### config.mk
export PLATFORM = sky130hd
export DESIGN_NAME = vga_frame_reader
export DESIGN_NICKNAME = d
export VERILOG_FILES = /design/src/rtl/vga_timing_pkg.sv /design/src/rtl/vga_timing_gen.sv /design/src/rtl/vga_frame_reader.sv
export SDC_FILE = /design/constraint.sdc
export NUM_CORES = 1
export LEC_CHECK = 0
export BUFFER_PORTS_ARGS = -buffer_cell sky130_fd_sc_hd__buf_2
export CORE_MARGIN = 2
export CORE_UTILIZATION = 45
export CTS_CLUSTER_DIAMETER = 200
export DETAILED_ROUTE_END_ITERATION = 6
export MAX_ROUTING_LAYER = met4
export PLACE_DENSITY_LB_ADDON = 0.05
export SETUP_SLACK_MARGIN = 0.15
export SKIP_LAST_GASP = 1
export SLEW_MARGIN = 20
export SYNTH_ARGS = -nofsm -noshare
export SYNTH_HDL_FRONTEND = slang
export SYNTH_SLANG_ARGS = --single-unit
### constraint.sdc
create_clock -name clk -period 2.31 [get_ports clk]
set_clock_uncertainty 0.2 [all_clocks]
set_input_delay 0.462 -clock clk [delete_from_list [all_inputs] [get_ports clk]]
set_output_delay 0.462 -clock clk [all_outputs]
set_load 0.02 [all_outputs]
### src/rtl/vga_timing_pkg.sv
// Shared VGA timing constants (1024x768@60 defaults), RGB565 layout and fallback bar palette.
package vga_timing_pkg;

    localparam int unsigned CNT_W = 12;
    localparam int unsigned UCNT_W = 16;

    localparam int unsigned DEF_H_ACTIVE = 1024;
    localparam int unsigned DEF_H_FP     = 24;
    localparam int unsigned DEF_H_SYNC   = 136;
    localparam int unsigned DEF_H_BP     = 160;
    localparam int unsigned DEF_V_ACTIVE = 768;
    localparam int unsigned DEF_V_FP     = 3;
    localparam int unsigned DEF_V_SYNC   = 6;
    localparam int unsigned DEF_V_BP     = 29;
    localparam int unsigned DEF_TOGGLE_LEN = 8;

    typedef struct packed {
        logic [4:0] r;
        logic [5:0] g;
        logic [4:0] b;
    } rgb565_t;

    // Total line/frame length from its four segments
    function automatic int unsigned seg_total(input int unsigned a, input int unsigned b,
                                              input int unsigned c, input int unsigned d);
        return a + b + c + d;
    endfunction

    // White, yellow, cyan, green, magenta, red, blue, black
    function automatic logic [15:0] bar_colour(input logic [2:0] idx);
        case (idx)
            3'd0:    bar_colour = 16'hFFFF;
            3'd1:    bar_colour = 16'hFFE0;
            3'd2:    bar_colour = 16'h07FF;
            3'd3:    bar_colour = 16'h07E0;
            3'd4:    bar_colour = 16'hF81F;
            3'd5:    bar_colour = 16'hF800;
            3'd6:    bar_colour = 16'h001F;
            default: bar_colour = 16'h0000;
        endcase
    endfunction

endpackage

### src/rtl/vga_timing_gen.sv
// Raster counters with stage-0 active/hsync/vsync decode (raw, active-high).
module vga_timing_gen
    import vga_timing_pkg::*;
#(
    parameter int unsigned H_ACTIVE = DEF_H_ACTIVE,
    parameter int unsigned H_FP     = DEF_H_FP,
    parameter int unsigned H_SYNC   = DEF_H_SYNC,
    parameter int unsigned H_BP     = DEF_H_BP,
    parameter int unsigned V_ACTIVE = DEF_V_ACTIVE,
    parameter int unsigned V_FP     = DEF_V_FP,
    parameter int unsigned V_SYNC   = DEF_V_SYNC,
    parameter int unsigned V_BP     = DEF_V_BP
) (
    input  logic             clk,
    input  logic             rst_n,
    output logic [CNT_W-1:0] o_h_cnt,
    output logic [CNT_W-1:0] o_v_cnt,
    output logic             o_active_c,
    output logic             o_hs_c,
    output logic             o_vs_c
);

    localparam int unsigned H_TOTAL = seg_total(H_ACTIVE, H_FP, H_SYNC, H_BP);
    localparam int unsigned V_TOTAL = seg_total(V_ACTIVE, V_FP, V_SYNC, V_BP);

    localparam logic [CNT_W-1:0] H_LAST     = CNT_W'(H_TOTAL - 1);
    localparam logic [CNT_W-1:0] V_LAST     = CNT_W'(V_TOTAL - 1);
    localparam logic [CNT_W-1:0] H_ACT_END  = CNT_W'(H_ACTIVE);
    localparam logic [CNT_W-1:0] V_ACT_END  = CNT_W'(V_ACTIVE);
    localparam logic [CNT_W-1:0] HS_START   = CNT_W'(H_ACTIVE + H_FP);
    localparam logic [CNT_W-1:0] HS_END     = CNT_W'(H_ACTIVE + H_FP + H_SYNC);
    localparam logic [CNT_W-1:0] VS_START   = CNT_W'(V_ACTIVE + V_FP);
    localparam logic [CNT_W-1:0] VS_END     = CNT_W'(V_ACTIVE + V_FP + V_SYNC);

    logic [CNT_W-1:0] r_h_cnt;
    logic [CNT_W-1:0] r_v_cnt;

    // v advances on each h wrap; both wrap together at frame end
    always_ff @(posedge clk or negedge rst_n) begin
        if (!rst_n) begin
            r_h_cnt <= '0;
            r_v_cnt <= '0;
        end else if (r_h_cnt == H_LAST) begin
            r_h_cnt <= '0;
            r_v_cnt <= (r_v_cnt == V_LAST) ? '0 : r_v_cnt + CNT_W'(1);
        end else begin
            r_h_cnt <= r_h_cnt + CNT_W'(1);
        end
    end

    assign o_h_cnt    = r_h_cnt;
    assign o_v_cnt    = r_v_cnt;
    assign o_active_c = (r_h_cnt < H_ACT_END) && (r_v_cnt < V_ACT_END);
    assign o_hs_c     = (r_h_cnt >= HS_START) && (r_h_cnt < HS_END);
    assign o_vs_c     = (r_v_cnt >= VS_START) && (r_v_cnt < VS_END);

endmodule

### src/rtl/vga_frame_reader.sv
// VGA raster + read-FIFO pixel pull with per-frame buffer swap request.
// Define VGA_FALLBACK_BARS_EN to show colour bars instead of black on underrun.
module vga_frame_reader
    import vga_timing_pkg::*;
#(
    parameter int unsigned H_ACTIVE   = DEF_H_ACTIVE,
    parameter int unsigned H_FP       = DEF_H_FP,
    parameter int unsigned H_SYNC     = DEF_H_SYNC,
    parameter int unsigned H_BP       = DEF_H_BP,
    parameter int unsigned V_ACTIVE   = DEF_V_ACTIVE,
    parameter int unsigned V_FP       = DEF_V_FP,
    parameter int unsigned V_SYNC     = DEF_V_SYNC,
    parameter int unsigned V_BP       = DEF_V_BP,
    parameter logic        SYNC_POL   = 1'b0,
    parameter int unsigned TOGGLE_LEN = DEF_TOGGLE_LEN
) (
    input  logic              clk,
    input  logic              rst_n,
    input  logic              mem_rdy_to_rd,
    input  logic [15:0]       mem_dout,
    output logic              mem_rd_req,
    output logic              mem_toggle,
    output logic              vga_hs,
    output logic              vga_vs,
    output logic              vga_de,
    output logic [4:0]        vga_r,
    output logic [5:0]        vga_g,
    output logic [4:0]        vga_b,
    output logic [UCNT_W-1:0] underrun_cnt
);

    localparam int unsigned      TOG_W     = $clog2(TOGGLE_LEN);
    localparam logic [CNT_W-1:0] TOG_V_CNT = CNT_W'(V_ACTIVE + V_FP);

    logic [CNT_W-1:0] w_h_cnt;
    logic [CNT_W-1:0] w_v_cnt;
    logic             w_active;
    logic             w_hs;
    logic             w_vs;
    logic             w_underrun;
    logic             w_toggle_start;
    rgb565_t          w_pix;

    logic             r_s1_active;
    logic             r_s1_hs;
    logic             r_s1_vs;
    logic             r_s1_got;
    logic [TOG_W-1:0] r_tog_left;

    vga_timing_gen #(
        .H_ACTIVE (H_ACTIVE),
        .H_FP     (H_FP),
        .H_SYNC   (H_SYNC),
        .H_BP     (H_BP),
        .V_ACTIVE (V_ACTIVE),
        .V_FP     (V_FP),
        .V_SYNC   (V_SYNC),
        .V_BP     (V_BP)
    ) u_timing (
        .clk        (clk),
        .rst_n      (rst_n),
        .o_h_cnt    (w_h_cnt),
        .o_v_cnt    (w_v_cnt),
        .o_active_c (w_active),
        .o_hs_c     (w_hs),
        .o_vs_c     (w_vs)
    );

    // Pop is held off while in reset even though active decodes true at h=v=0
    assign mem_rd_req     = w_active & mem_rdy_to_rd & rst_n;
    assign w_underrun     = w_active & ~mem_rdy_to_rd;
    assign w_toggle_start = (w_h_cnt == '0) && (w_v_cnt == TOG_V_CNT);

    // Swap request: high TOGGLE_LEN clocks from the first vsync line
    always_ff @(posedge clk or negedge rst_n) begin
        if (!rst_n) begin
            r_tog_left <= '0;
            mem_toggle <= 1'b0;
        end else if (w_toggle_start) begin
            r_tog_left <= TOG_W'(TOGGLE_LEN - 1);
            mem_toggle <= 1'b1;
        end else if (r_tog_left != '0) begin
            r_tog_left <= r_tog_left - TOG_W'(1);
            mem_toggle <= 1'b1;
        end else begin
            mem_toggle <= 1'b0;
        end
    end

    always_ff @(posedge clk or negedge rst_n) begin
        if (!rst_n) begin
            underrun_cnt <= '0;
        end else if (w_underrun && (underrun_cnt != '1)) begin
            underrun_cnt <= underrun_cnt + UCNT_W'(1);
        end
    end

    // Stage 1: read data lands alongside these
    always_ff @(posedge clk or negedge rst_n) begin
        if (!rst_n) begin
            r_s1_active <= 1'b0;
            r_s1_hs     <= 1'b0;
            r_s1_vs     <= 1'b0;
            r_s1_got    <= 1'b0;
        end else begin
            r_s1_active <= w_active;
            r_s1_hs     <= w_hs;
            r_s1_vs     <= w_vs;
            r_s1_got    <= mem_rd_req;
        end
    end

`ifdef VGA_FALLBACK_BARS_EN
    logic [15:0] r_s1_bar;

    always_ff @(posedge clk or negedge rst_n) begin
        if (!rst_n) begin
            r_s1_bar <= '0;
        end else begin
            r_s1_bar <= bar_colour(w_h_cnt[9:7]);
        end
    end
`endif

    always_comb begin
        w_pix = '0;
        if (r_s1_got) begin
            w_pix = rgb565_t'(mem_dout);
        end
`ifdef VGA_FALLBACK_BARS_EN
        else if (r_s1_active) begin
            w_pix = rgb565_t'(r_s1_bar);
        end
`endif
    end

    // Stage 2: pin registers, sync converted to pin polarity here
    always_ff @(posedge clk or negedge rst_n) begin
        if (!rst_n) begin
            vga_de <= 1'b0;
            vga_hs <= ~SYNC_POL;
            vga_vs <= ~SYNC_POL;
            vga_r  <= '0;
            vga_g  <= '0;
            vga_b  <= '0;
        end else begin
            vga_de <= r_s1_active;
            vga_hs <= r_s1_hs ? SYNC_POL : ~SYNC_POL;
            vga_vs <= r_s1_vs ? SYNC_POL : ~SYNC_POL;
            vga_r  <= w_pix.r;
            vga_g  <= w_pix.g;
            vga_b  <= w_pix.b;
        end
    end

endmodule
== Word level (Yosys, flattened, before mapping) ==
Cells that the tools add are included.

* $add $sub $neg: 4
* Magnitude comparators: 6
* Equality and inequality tests: 4
* Muxes and demuxes: 9
* Bitwise gates (word level): 4
* Reduce and logical (&&, ||, !) cells: 8

{| class="wikitable"
|+ Operators by type and width
! kind !! count
|-
| adder 12 x 1 -> 12 bit, second input constant || 2
|-
| == test 12 x 10 -> 1 bit, second input constant || 2
|-
| less-than comparator 12 x 10 -> 1 bit, second input constant || 2
|-
| less-than comparator 12 x 11 -> 1 bit, second input constant || 2
|-
| two-way mux 12 bit || 2
|-
| adder 16 x 1 -> 16 bit, second input constant || 1
|-
| two-way mux 16 bit || 1
|-
| inequality test 16 bit, second input constant || 1
|-
| == test 12 x 11 -> 1 bit, second input constant || 1
|-
| >= comparator 12 x 10 -> 1 bit, second input constant || 1
|-
| >= comparator 12 x 11 -> 1 bit, second input constant || 1
|-
| logical NOT 12 bit || 1
|-
| two-way mux 3 bit || 2
|-
| logical AND 1 bit || 5
|-
| two-way mux 1 bit || 4
|-
| AND 1 bit || 3
|-
| nonzero test 3 bit || 1
|-
| subtractor 3 x 1 -> 3 bit, second input constant || 1
|-
| nonzero test 2 bit || 1
|-
| NOT 1 bit || 1
|}

* Bits in registers: 67
* Input port bits: 19
* Output and inout bits: 37
* Word-level logic and storage cells: 50

== Logic depth before layout (Yosys ltp) ==
Gate-level depths: netlist of the first run.

* Depth after elaboration: 4
* Depth in mapped cells: 6

== Modules after synthesis ==
From an unflattened synthesis of the first run, not the netlist that was laid out.

* Cells, all modules: 262
* Area, all modules: 3,009.1 µm²

{| class="wikitable"
|+ By module, submodules not included
! module !! instances !! cells an instance !! area each (µm²) !! sequential area each (µm²)
|-
| vga_frame_reader || 1 || 137 || 1,735.4 || 1,078.5
|-
| vga_timing_gen || 1 || 125 || 1,273.7 || 600.6
|}

== Worst setup path after synthesis of the first run ==
OpenSTA, ideal clock, no wires.

* Kind: reg-to-reg
* Start point: register u_timing.r_h_cnt[0] (netlist: u_timing.o_h_cnt[0])
* End point: register u_timing.r_v_cnt[3] (netlist: u_timing.o_v_cnt[3])
* Arrival time: 1,849 ps
* Setup slack: 195 ps
* Stages on the path, launching flop included: 7
* Buffers on the path: 1
* Period minus slack after synthesis: 2,115 ps
* Cell sequence: dfrtp_1 ha_1 nand2_1 or4b_1 buf_2 or4_1 nand2_1

* Longest elaborated chain between the ends: 1

{| class="wikitable"
|+ Ends and longest elaborated chain
! element !! line !! text
|-
| from (decl) || vga_timing_gen.sv:35 || <nowiki>logic [CNT_W-1:0] r_h_cnt;</nowiki>
|-
| from (signal assigned) || vga_timing_gen.sv:47 || <nowiki>r_h_cnt <= r_h_cnt + CNT_W'(1);</nowiki>
|-
| == test 12 x 11 -> 1 bit || vga_timing_gen.sv:43 || <nowiki>end else if (r_h_cnt == H_LAST) begin</nowiki>
|-
| to (signal assigned) || vga_timing_gen.sv:45 || <nowiki>r_v_cnt <= (r_v_cnt == V_LAST) ? '0 : r_v_cnt + CNT_W'(1);</nowiki>
|-
| to (decl) || vga_timing_gen.sv:36 || <nowiki>logic [CNT_W-1:0] r_v_cnt;</nowiki>
|}

No other way between the ends.
A chain may end at the register's enable or synchronous reset.

== Worst setup path after layout of the first run ==
* Start point: register u_timing.r_v_cnt[8] (netlist: u_timing.o_v_cnt[8])
* End point: output port mem_rd_req

* Longest elaborated chain between the ends: 4

{| class="wikitable"
|+ Ends and longest elaborated chain
! element !! line !! text
|-
| less-than comparator 12 x 10 -> 1 bit || vga_timing_gen.sv:53 || <nowiki>assign o_active_c = (r_h_cnt < H_ACT_END) && (r_v_cnt < V_ACT_END);</nowiki>
|-
| logical AND 1 bit || vga_timing_gen.sv:53 ||
|-
| via u_timing.o_active_c || vga_timing_gen.sv:18 || <nowiki>output logic o_active_c,</nowiki>
|-
| AND 1 bit (2 in a row) || vga_frame_reader.sv:70 || <nowiki>assign mem_rd_req = w_active & mem_rdy_to_rd & rst_n;</nowiki>
|-
| to (decl) || vga_frame_reader.sv:21 || <nowiki>output logic mem_rd_req,</nowiki>
|}

The timed path passes the listed nets, and every way through them passes these cells.

==> impl_results.md, run 1 <==
- Setup total negative slack: 0 ns
- Antenna violations before repair: 0
- Die Width: 86.03 um
- CTS tree: built
- DRC errors left: 0
- Htree depth: 3
- Final nets: 374
- Post-place setup slack: 0.09474 ns
- Wire length per cell: 14.24 um
- Worst Setup Start Kind: flip-flop
- Achievable clock frequency: 0.4553 GHz
- Remaining Overflow, GRT: 0
- Count of pins over their slew limit: 0
- Final Hold Viols: 0
- CP required: 1.65 ns
- First-pass GRT wire length: 9963 um
- Core area: 6422 sq um
- Port bufs: 55
- Layout area overhead: 23.93%
- Max Cap Viol: 0
- Critical Path Fanout Max: 3
- Placed insts: 408
- Critical path type: reg2out
- CTS Sinks: 67
- Endpoints failing setup: 0
- Ant. Diodes: 0
- Overall routing resource usage: 17.72%
- Finished Layout Cells: 429
- Final period demand of the worst path: 2.197 ns
- Main synth FF type: dfrtp_1
- I/O pin count: 56
- Fin crit share: 95.09%
- Status: complete, no violations
- Worst setup margin: 0.1135 ns
- Final ANT Viol Nets: 0
- RSZ-0062 raised after global routing: yes
- Yosys synthesis warning count: 0
- Worst-path clk slew: 0.07 ns
- Row count: 29
- Syn_nets: 297
- CP endpoint kind: output pin
- Crit path DAT: 1.53 ns
- Initial Utilization: 47.15%
- Die Area: 7401 sq um
- Clock tree buffer depth: 2
- Routed wire length: 6111 um
- Synth Area per Inst: 11.21 sq um
- Slew @ Worst Pin: 0.8322 ns
- GPL Wtd Cong: 0.7738
- Synthesized instance count: 270
- HP Class: in2reg
- Max_slew headroom: 44.52%
- Clk root buf: clkbuf_8
- Asr flop ratio synth: 100.0%
- Register area share after synthesis: 55.45%
- P_leak: 1.856 nW
- DR pass1 iterations: 4
- CTS buffer count: 9
- Pwr Total: 2.711 mW
- Pwr Density: 722.4 nW/um^2
- Vias after detailed routing: 2287
- DR vias/cell: 5.331
- Die Y: 86.03 um
- Vias in the first global route: 2146
- Post-synth EDFFs: 0
- Synthesized flop and latch total: 67
- VDD IR max: 354.6 uV
- Cell Area, Synth: 3028 sq um
- Clock Latency Late Sink: 0.34 ns
- Dpl hpwl: 4208 um
- Largest net degree at the start of global routing: 68
- Share of cells above drive strength 1: 32.95%
- DRT iter0 DRCs: 134
- Synth unique cells: 46
-- what timing repair did --
item / CTS / global route
setup endpoints to repair: 5 / 12
hold buffers: 0 / 0
gates cloned: 0 / 0
gates resized for setup: 4 / 8
pin swaps: 3 / 2
setup buffers: 4 / 1
-- cell families after synthesis --
family	share of synthesized area, %
AOI/OAI and AO/OA	6.199
xor gates and xnor gates	7.521
adders and majority gates	3.306
buffers and inverters	2.645
DFF	55.45
muxes	1.446
and+or+nand+nor	23.43
-- worst paths after layout --
kind	start	endpoint	slack, ns	depth (start not counted)
worst min register to register	r_s1_hs	vga_hs	0.15	1
max in group asynchronous	rst_n	u_timing.o_h_cnt[11]	1.21	2
worst max-delay path	u_timing.o_v_cnt[8]	mem_rd_req	0.11	4
worst min-delay path	mem_dout[14]	vga_r[3]	0.14	2
worst max register to register	u_timing.o_v_cnt[8]	underrun_cnt[4]	0.15	4
min in group asynchronous	rst_n	u_timing.o_v_cnt[4]	0.17	2
-- placed cells by master (no fill, tap or decap), types with 7 or more instances in the layout --
| cell | synthesis | routed |
|---|---|---|
| a21oi_1 | 8 | 8 |
| nand4_1 | 12 | 12 |
| buf_4 | 1 | 19 |
| ha_1 | 8 | 7 |
| dfrtp_1 | 65 | 65 |
| clkbuf_8 | 0 | 12 |
| inv_1 | 9 | 9 |
| o21ai_0 | 8 | 8 |
| xnor2_1 | 14 | 14 |
| nor2_1 | 9 | 8 |
| nand2_1 | 19 | 18 |
| nand3_1 | 9 | 9 |
| buf_2 | 4 | 54 |
| and3_1 | 8 | 7 |
| nor3_1 | 9 | 8 |
| and2_1 | 17 | 17 |
| xor2_1 | 12 | 12 |
-- layer usage --
metal  part of all wire (%)  routed length (um)  GRT usage, %  vias to the layer above
met3                    5.0                 304         3.850                        6
met1                     48                2963         23.22                     1111
met5                      0                   0             -                        -
li1                       -                   -             -                     1109
met4                   0.90                  55         7.359                        0
met2                     46                2788         26.71                       61
-- cells in the mapped netlist, types with 2 or more instances --
cell      instances  area (sq um)
or2_2             3         18.77
a21oi_1           8         40.04
xor2_1           12         105.1
o21a_1            3         22.52
nand2_1          19         71.32
nand2b_1          3         18.77
and3_1            8         50.05
xnor2_1          14         122.6
inv_1             9         33.78
and2_1           17         106.4
dfrtp_1          65          1627
dfstp_2           2         52.55
nor4_2            2         25.02
and2_2            2         15.01
clkbuf_1          2         7.510
a22o_1            2         17.52
a21o_1            2         15.01
mux2_2            3         33.78
buf_2             4         20.02
nor3_1            9         45.04
or3_1             4         25.02
ha_1              8         100.1
nor4_1            7         43.79
nand4b_1          5         43.79
nor2_1            9         33.78
nand3_1           9         45.04
o21ai_0           8         40.04
or4_1             2         15.01
nand4_1          12         75.07
-- per-stage QoR --
stage / cell area (sq um) / hold WS (ns) / utilization, %
6_report: 3752 / 0.1365 / 58.43
5_1_grt: 3752 / 0.1311 / 58.43
4_1_cts: 3709 / 0.1256 / 57.74
3_5_place_dp: 3465 / 0.1402 / 53.95
3_3_place_gp: 3465 / 0.1323 / 53.95
2_1_floorplan: 3028 / -0.03359 / -
-- worst max-delay path, cell delays in order, from the launching register on --
cell and delay (ns):
dfrtp_1 0.39, a211o_1 0.33, nor3_2 0.15, and3_4 0.22, buf_6 0.12
-- sequential cells by signal (all words and copies together) (netlist names) --
signal,cells
u_timing.o_v_cnt,12
underrun_cnt,16
vga_g,6
r_s1_hs,1
u_timing.o_h_cnt,12
vga_r,5
r_s1_vs,1
r_s1_active,1
r_s1_got,1
vga_de,1
vga_hs,1
vga_b,5
r_tog_left,3
mem_toggle,1
vga_vs,1
-- layout make-up --
cell class | instances | area [sq um]
multi-input combinational | 186 | 1321
inverter | 9 | 33.78
fill | 561 | 2670
tap | 77 | 96.34
timing repair buffer | 74 | 424.2
sequential | 67 | 1679
clock inverter | 4 | 32.53
clock buffer | 12 | 165.2
-- power by group --
part	total, mW	switching (mW)	internal, mW
combinational	0.412	0.249	0.163
clock	0.944	0.460	0.483
sequential	1.35	0.0949	1.26
No activity file was read; power rests on OpenSTA's default activity.
==> inputs of run 2 (changes only) <==
--- a/config.mk
+++ b/config.mk
@@ -12,6 +12,7 @@
 export DETAILED_ROUTE_END_ITERATION = 6
 export MAX_ROUTING_LAYER = met4
 export PLACE_DENSITY_LB_ADDON = 0.05
+export RECOVER_POWER = 50
 export SETUP_SLACK_MARGIN = 0.15
 export SKIP_LAST_GASP = 1
 export SLEW_MARGIN = 20
==> run 2 against run 1 <==
Against the previous run:
- register-to-register slack barely moved
- core utilization fell by 0.078 points
- the flow now finishes with violations (max-capacitance violations, max-slew violations)
- highest routed layer unchanged
- sequential power barely moved
- final cell count did not move
- power barely moved
- maximum frequency barely moved
==> impl_results.md, run 2 (same netlist as run 1, synthesis figures left out) <==
- Most frequent cells in the layout: dfrtp_1 (65), buf_2 (54), nand2_1 (18), buf_4 (18), xnor2_1 (14)
- Final ANT Viol Nets: 0
- Worst-path cell chain: a211o_1 -> nor3_2 -> and3_4 -> buf_6
- Critical path type: reg2out
- Die Width: 86.03 um
- I/O pin count: 56
- Wire length per cell: 14.26 um
- Endpoints failing setup: 0
- Htree depth: 3
- Post-place setup slack: 0.09474 ns
- Port bufs: 55
- Crit path DAT: 1.53 ns
- Fin crit share: 95.09%
- Largest register by flop count: underrun_cnt
- CTS Sinks: 67
- Critical Path Fanout Max: 3
- Die Y: 86.03 um
- Remaining Overflow, GRT: 0
- Slowest stage cell, crit path: dfrtp_1
- Share of cells above drive strength 1: 32.67%
- DRT iter0 DRCs: 129
- CP required: 1.65 ns
- Layout area overhead: 23.76%
- DRC errors left: 0
- Pint: 1.906 mW
- Routed wire length: 6117 um
- Status: complete, but fails checks
- Worst Setup Start Kind: flip-flop
- Most common cell after layout, fill and taps aside: dfrtp_1
- VDD IR max: 354.6 uV
- Slew @ Worst Pin: 1.651 ns
- Clock tree buffer depth: 2
- Pwr Total: 2.711 mW
- Row count: 29
- CTS buffer count: 9
- Final nets: 374
- Vias in the first global route: 2146
- Clock Latency Late Sink: 0.34 ns
- Pwr Density: 723.6 nW/um^2
- Core area: 6422 sq um
- Placed insts: 408
- Largest net degree at the start of global routing: 68
- Final instance area: 3747 sq um
- Antenna violations before repair: 0
- HP Class: in2reg
- First-pass GRT wire length: 9963 um
- CTS tree: built
- P_leak: 1.851 nW
- Util after Layout: 58.35%
- Max_slew headroom: -10.08%
- Sequential power share: 50.0%
- Placed cell area: 3465 sq um
- WHS: 0.1367 ns
- Final period demand of the worst path: 2.197 ns
- CP bufs+invs: 1
- Worst-path clk slew: 0.08 ns
- GPL Wtd Cong: 0.7738
- Vias after detailed routing: 2289
- Achievable clock frequency: 0.4552 GHz
- RSZ-0062 raised after global routing: yes
- CP endpoint kind: output pin
- Dpl hpwl: 4208 um
- Finished Layout Cells: 429
- Net Sw Power: 0.8060 mW
- Switching portion of total power: 29.72%
- Crit path largest cell delay: 0.39 ns
- Violated checks: max-capacitance violations, max-slew violations
- Max reg flops: 16
- Worst setup margin: 0.1134 ns
- Ant. Diodes: 0
- Overall routing resource usage: 17.72%
- CP top delay family: flip-flops
- Initial Utilization: 47.15%
- Combinational power share: 15.2%
- DR vias/cell: 5.336
- Clock group share of total power: 34.9%
- Count of pins over their slew limit: 68
- Clk root buf: clkbuf_8
- DR pass1 iterations: 4
- Die Area: 7401 sq um
- Final Hold Viols: 0
- Setup total negative slack: 0 ns
- Max Cap Viol: 1
-- run 2: changes by cell type in the layout (fill, tap and decap cells not counted), sizes merged --
cell,previous run,this run
buf,74,73
clkbuf,12,13
-- run 2: final timing paths --
kind | start | endpoint | slack (ns) | cells past startpoint
worst max-delay path | u_timing.o_v_cnt[8] | mem_rd_req | 0.11 | 4
worst min-delay path | mem_dout[14] | vga_r[3] | 0.14 | 2
worst max register to register | u_timing.o_v_cnt[8] | underrun_cnt[4] | 0.15 | 4
worst min register to register | r_s1_hs | vga_hs | 0.15 | 1
max in group asynchronous | rst_n | u_timing.o_h_cnt[11] | 0.46 | 2
min in group asynchronous | rst_n | u_timing.o_v_cnt[4] | 0.48 | 2
-- run 2: cell type report --
| cell class | count | area, sq um |
|---|---|---|
| fillers | 563 | 2675 |
| inverters | 9 | 33.78 |
| multi-input cells | 186 | 1319 |
| well taps | 77 | 96.34 |
| repair buffers | 74 | 421.7 |
| clock inverters | 4 | 32.53 |
| flip-flops and latches | 67 | 1679 |
| clock buffers | 12 | 165.2 |
-- run 2: timing repair --
action | 4_1_cts | 5_1_grt
setup buffers | 4 | 1
endpoints found under the hold margin | 0 | 0
hold buffers | 0 | 0
pin swaps | 3 | 2
gates resized for setup | 4 | 8
endpoints found under the setup margin | 5 | 12
cloned | 0 | 0
-- run 2: routing by layer --
metal,routed length [um],track usage (%),up-vias
li1,-,-,1110
met1,2966,23.22,1112
met2,2787,26.71,61
met3,308,3.850,6
met4,55,7.359,0
met5,0,-,-
-- run 2: power by group through the flow --
stage | sequential, mW | clock (mW) | combinational [mW]
after floorplan | 1.48 | 0 | 0.137
after global placement | 1.38 | 0 | 0.402
after detailed placement | 1.38 | 0 | 0.407
after CTS | 1.36 | 0.960 | 0.412
after global routing | 1.37 | 1.01 | 0.456
final | 1.36 | 0.945 | 0.411
==> inputs of run 3 (changes only) <==
==> constraint.sdc (replaced) <==
create_clock -name clk -period 1.8 [get_ports clk]
set_clock_uncertainty 0.2 [all_clocks]
set_input_delay 0.36 -clock clk [delete_from_list [all_inputs] [get_ports clk]]
set_output_delay 0.36 -clock clk [all_outputs]
set_load 0.02 [all_outputs]
==> run 3 against run 2 <==
Against the previous run:
- the run ends with negative setup slack left
- clock-buffer cell count unchanged
- combinational power up 91%
- routed wire length up 16%
- non-clock buffer count rose by 65
- sequential power rose by 24%
- flip-flop and latch count unchanged
- highest routed layer unchanged
==> impl_results.md, run 3 (same netlist as run 1, synthesis figures left out) <==
- Status: complete, but fails checks
- Violated checks: negative setup slack
- Vias after detailed routing: 2521
- Routed wire length: 7116 um
- Endpoints failing setup: 28
- Largest register by flop count: underrun_cnt
- Die Area: 7401 sq um
- GPL Wtd Cong: 0.7994
- Clk root buf: clkbuf_8
- Wire length per cell: 14.40 um
- Max reg flops: 16
- CP endpoint kind: flip-flop
- Die Width: 86.03 um
- Setup slack, reg-to-reg: -0.40 ns
- P_leak: 2.214 nW
- CTS buffer count: 9
- VDD IR max: 507.5 uV
- Final Hold Viols: 0
- Crit path DAT: 2.24 ns
- Worst Setup Start Kind: flip-flop
- Final ANT Viol Nets: 0
- GR Util met3: 5.679%
- DRC errors left: 0
- Most common cell after layout, fill and taps aside: buf_4
- Worst setup margin: -0.4011 ns
- Ant. Diodes: 0
- Vias in the first global route: 2529
- Util after Layout: 69.88%
- Core area: 6422 sq um
- Achievable clock frequency: 0.4543 GHz
- Critical Path Fanout Max: 5
- HP Class: in2reg
- Fillers: 503
- Max Cap Viol: 0
- Largest net degree at the start of global routing: 68
- Antenna violations before repair: 0
- Clock Latency Late Sink: 0.35 ns
- Met2 usage: 35.10%
- Critical path type: reg2reg
- RSZ-0062 raised after global routing: yes
- I/O pin count: 56
- Max_slew headroom: 40.60%
- Placed insts: 460
- CTS tree: built
- Most frequent cells in the layout: buf_4 (71), dfrtp_1 (65), buf_2 (52)
- Htree depth: 3
- CTS Hold Bufs: 0
- Slew @ Worst Pin: 0.8911 ns
- WHS: 0.02445 ns
- Pwr Density: 828.1 nW/um^2
- Dpl hpwl: 4587 um
- Remaining Overflow, GRT: 0
- Port bufs: 55
- Initial Utilization: 47.15%
- DR pass1 iterations: 4
- DR vias/cell: 5.103
- Final period demand of the worst path: 2.201 ns
- Overall routing resource usage: 21.68%
- Met1 Use GR: 25.81%
- Finished Layout Cells: 494
- CTS Sinks: 67
- Clock tree buffer depth: 2
- Layout area overhead: 48.22%
- Fin crit share: 122.3%
- Most Crowded Layer GR: met2
- Die Y: 86.03 um
- First-pass GRT wire length: 11860 um
- Worst-path clk slew: 0.08 ns
- Count of pins over their slew limit: 0
- Final nets: 439
- DRT iter0 DRCs: 83
- CP required: 1.84 ns
- Row count: 29
- Share of cells above drive strength 1: 48.92%
==> run 3: cell types whose count changed in the layout (fill, tap and decap cells not counted), moves of 3 or more <==
cell / delta
nand2_1: -4
clkbuf_1: +3
and2_0: +4
nor4_1: -3
nor4_4: +4
a21oi_1: -4
buf_4: +53
buf_6: +13
or2_4: +3
and2_1: -4
a21oi_2: +4
nand2_2: +4
nor2_1: -4
nor3_1: -3
==> run 3: worst paths after layout <==
kind / from / to / cells after the start
worst min-delay path: mem_dout[9] / vga_g[4] / 2
min in group asynchronous: rst_n / underrun_cnt[13] / 2
worst max-delay path: u_timing.o_v_cnt[8] / underrun_cnt[4] / 5
max in group asynchronous: rst_n / u_timing.o_h_cnt[2] / 2
worst max register to register: u_timing.o_v_cnt[8] / underrun_cnt[4] / 5
worst min register to register: r_s1_hs / vga_hs / 1
==> run 3: area by class of cell <==
type	count	area (sq um)	share of cell area, %
clock buffer	12	145.1	3.234
clock inverter	4	50.05	1.115
inverter	9	33.78	0.7527
multi-input combinational	186	1521	33.90
sequential	67	1679	37.41
tap	77	96.34	2.147
timing repair buffer	139	962.2	21.44
==> run 3: stage by stage <==
stage	power, mW	TNS, ns	instance area (sq um)	worst slack (ns)
floorplan	2.072	-2.971	3074	-0.2889
global placement	2.414	-4.039	3886	-0.2817
detailed placement	2.422	-4.525	3886	-0.3065
CTS	3.736	-3.795	4344	-0.3777
global route	3.905	-6.501	4488	-0.4415
finish	3.716	-4.599	4488	-0.4011
==> run 3: routing by layer <==
layer	vias to the layer above	routed length (um)
met5	-	0
met2	58	3533
met4	0	99
met1	1221	3101
met3	8	381
li1	1234	-
==> run 3: what timing repair did <==
action / 4_1_cts / 5_1_grt
cloned: 2 / 0
hold endpoints to repair: 0 / 0
gates resized for setup: 39 / 26
buffers inserted: 9 / 7
pin swaps: 28 / 16
endpoints found under the setup margin: 39 / 43
==> run 3: worst max-delay path: stages (launching register included) <==
cell and delay, ns:
dfrtp_1 0.38, a211o_1 0.34, or4_4 0.57, buf_6 0.16
or3_4 0.32, xnor2_1 0.13
==> run 3: power breakdown <==
group / total (mW) / leakage (nW) / internal [mW] / switching (mW)
sequential: 1.69 / 0.873 / 1.62 / 0.0724
combinational: 0.783 / 1.25 / 0.342 / 0.441
clock: 1.24 / 0.0926 / 0.676 / 0.568
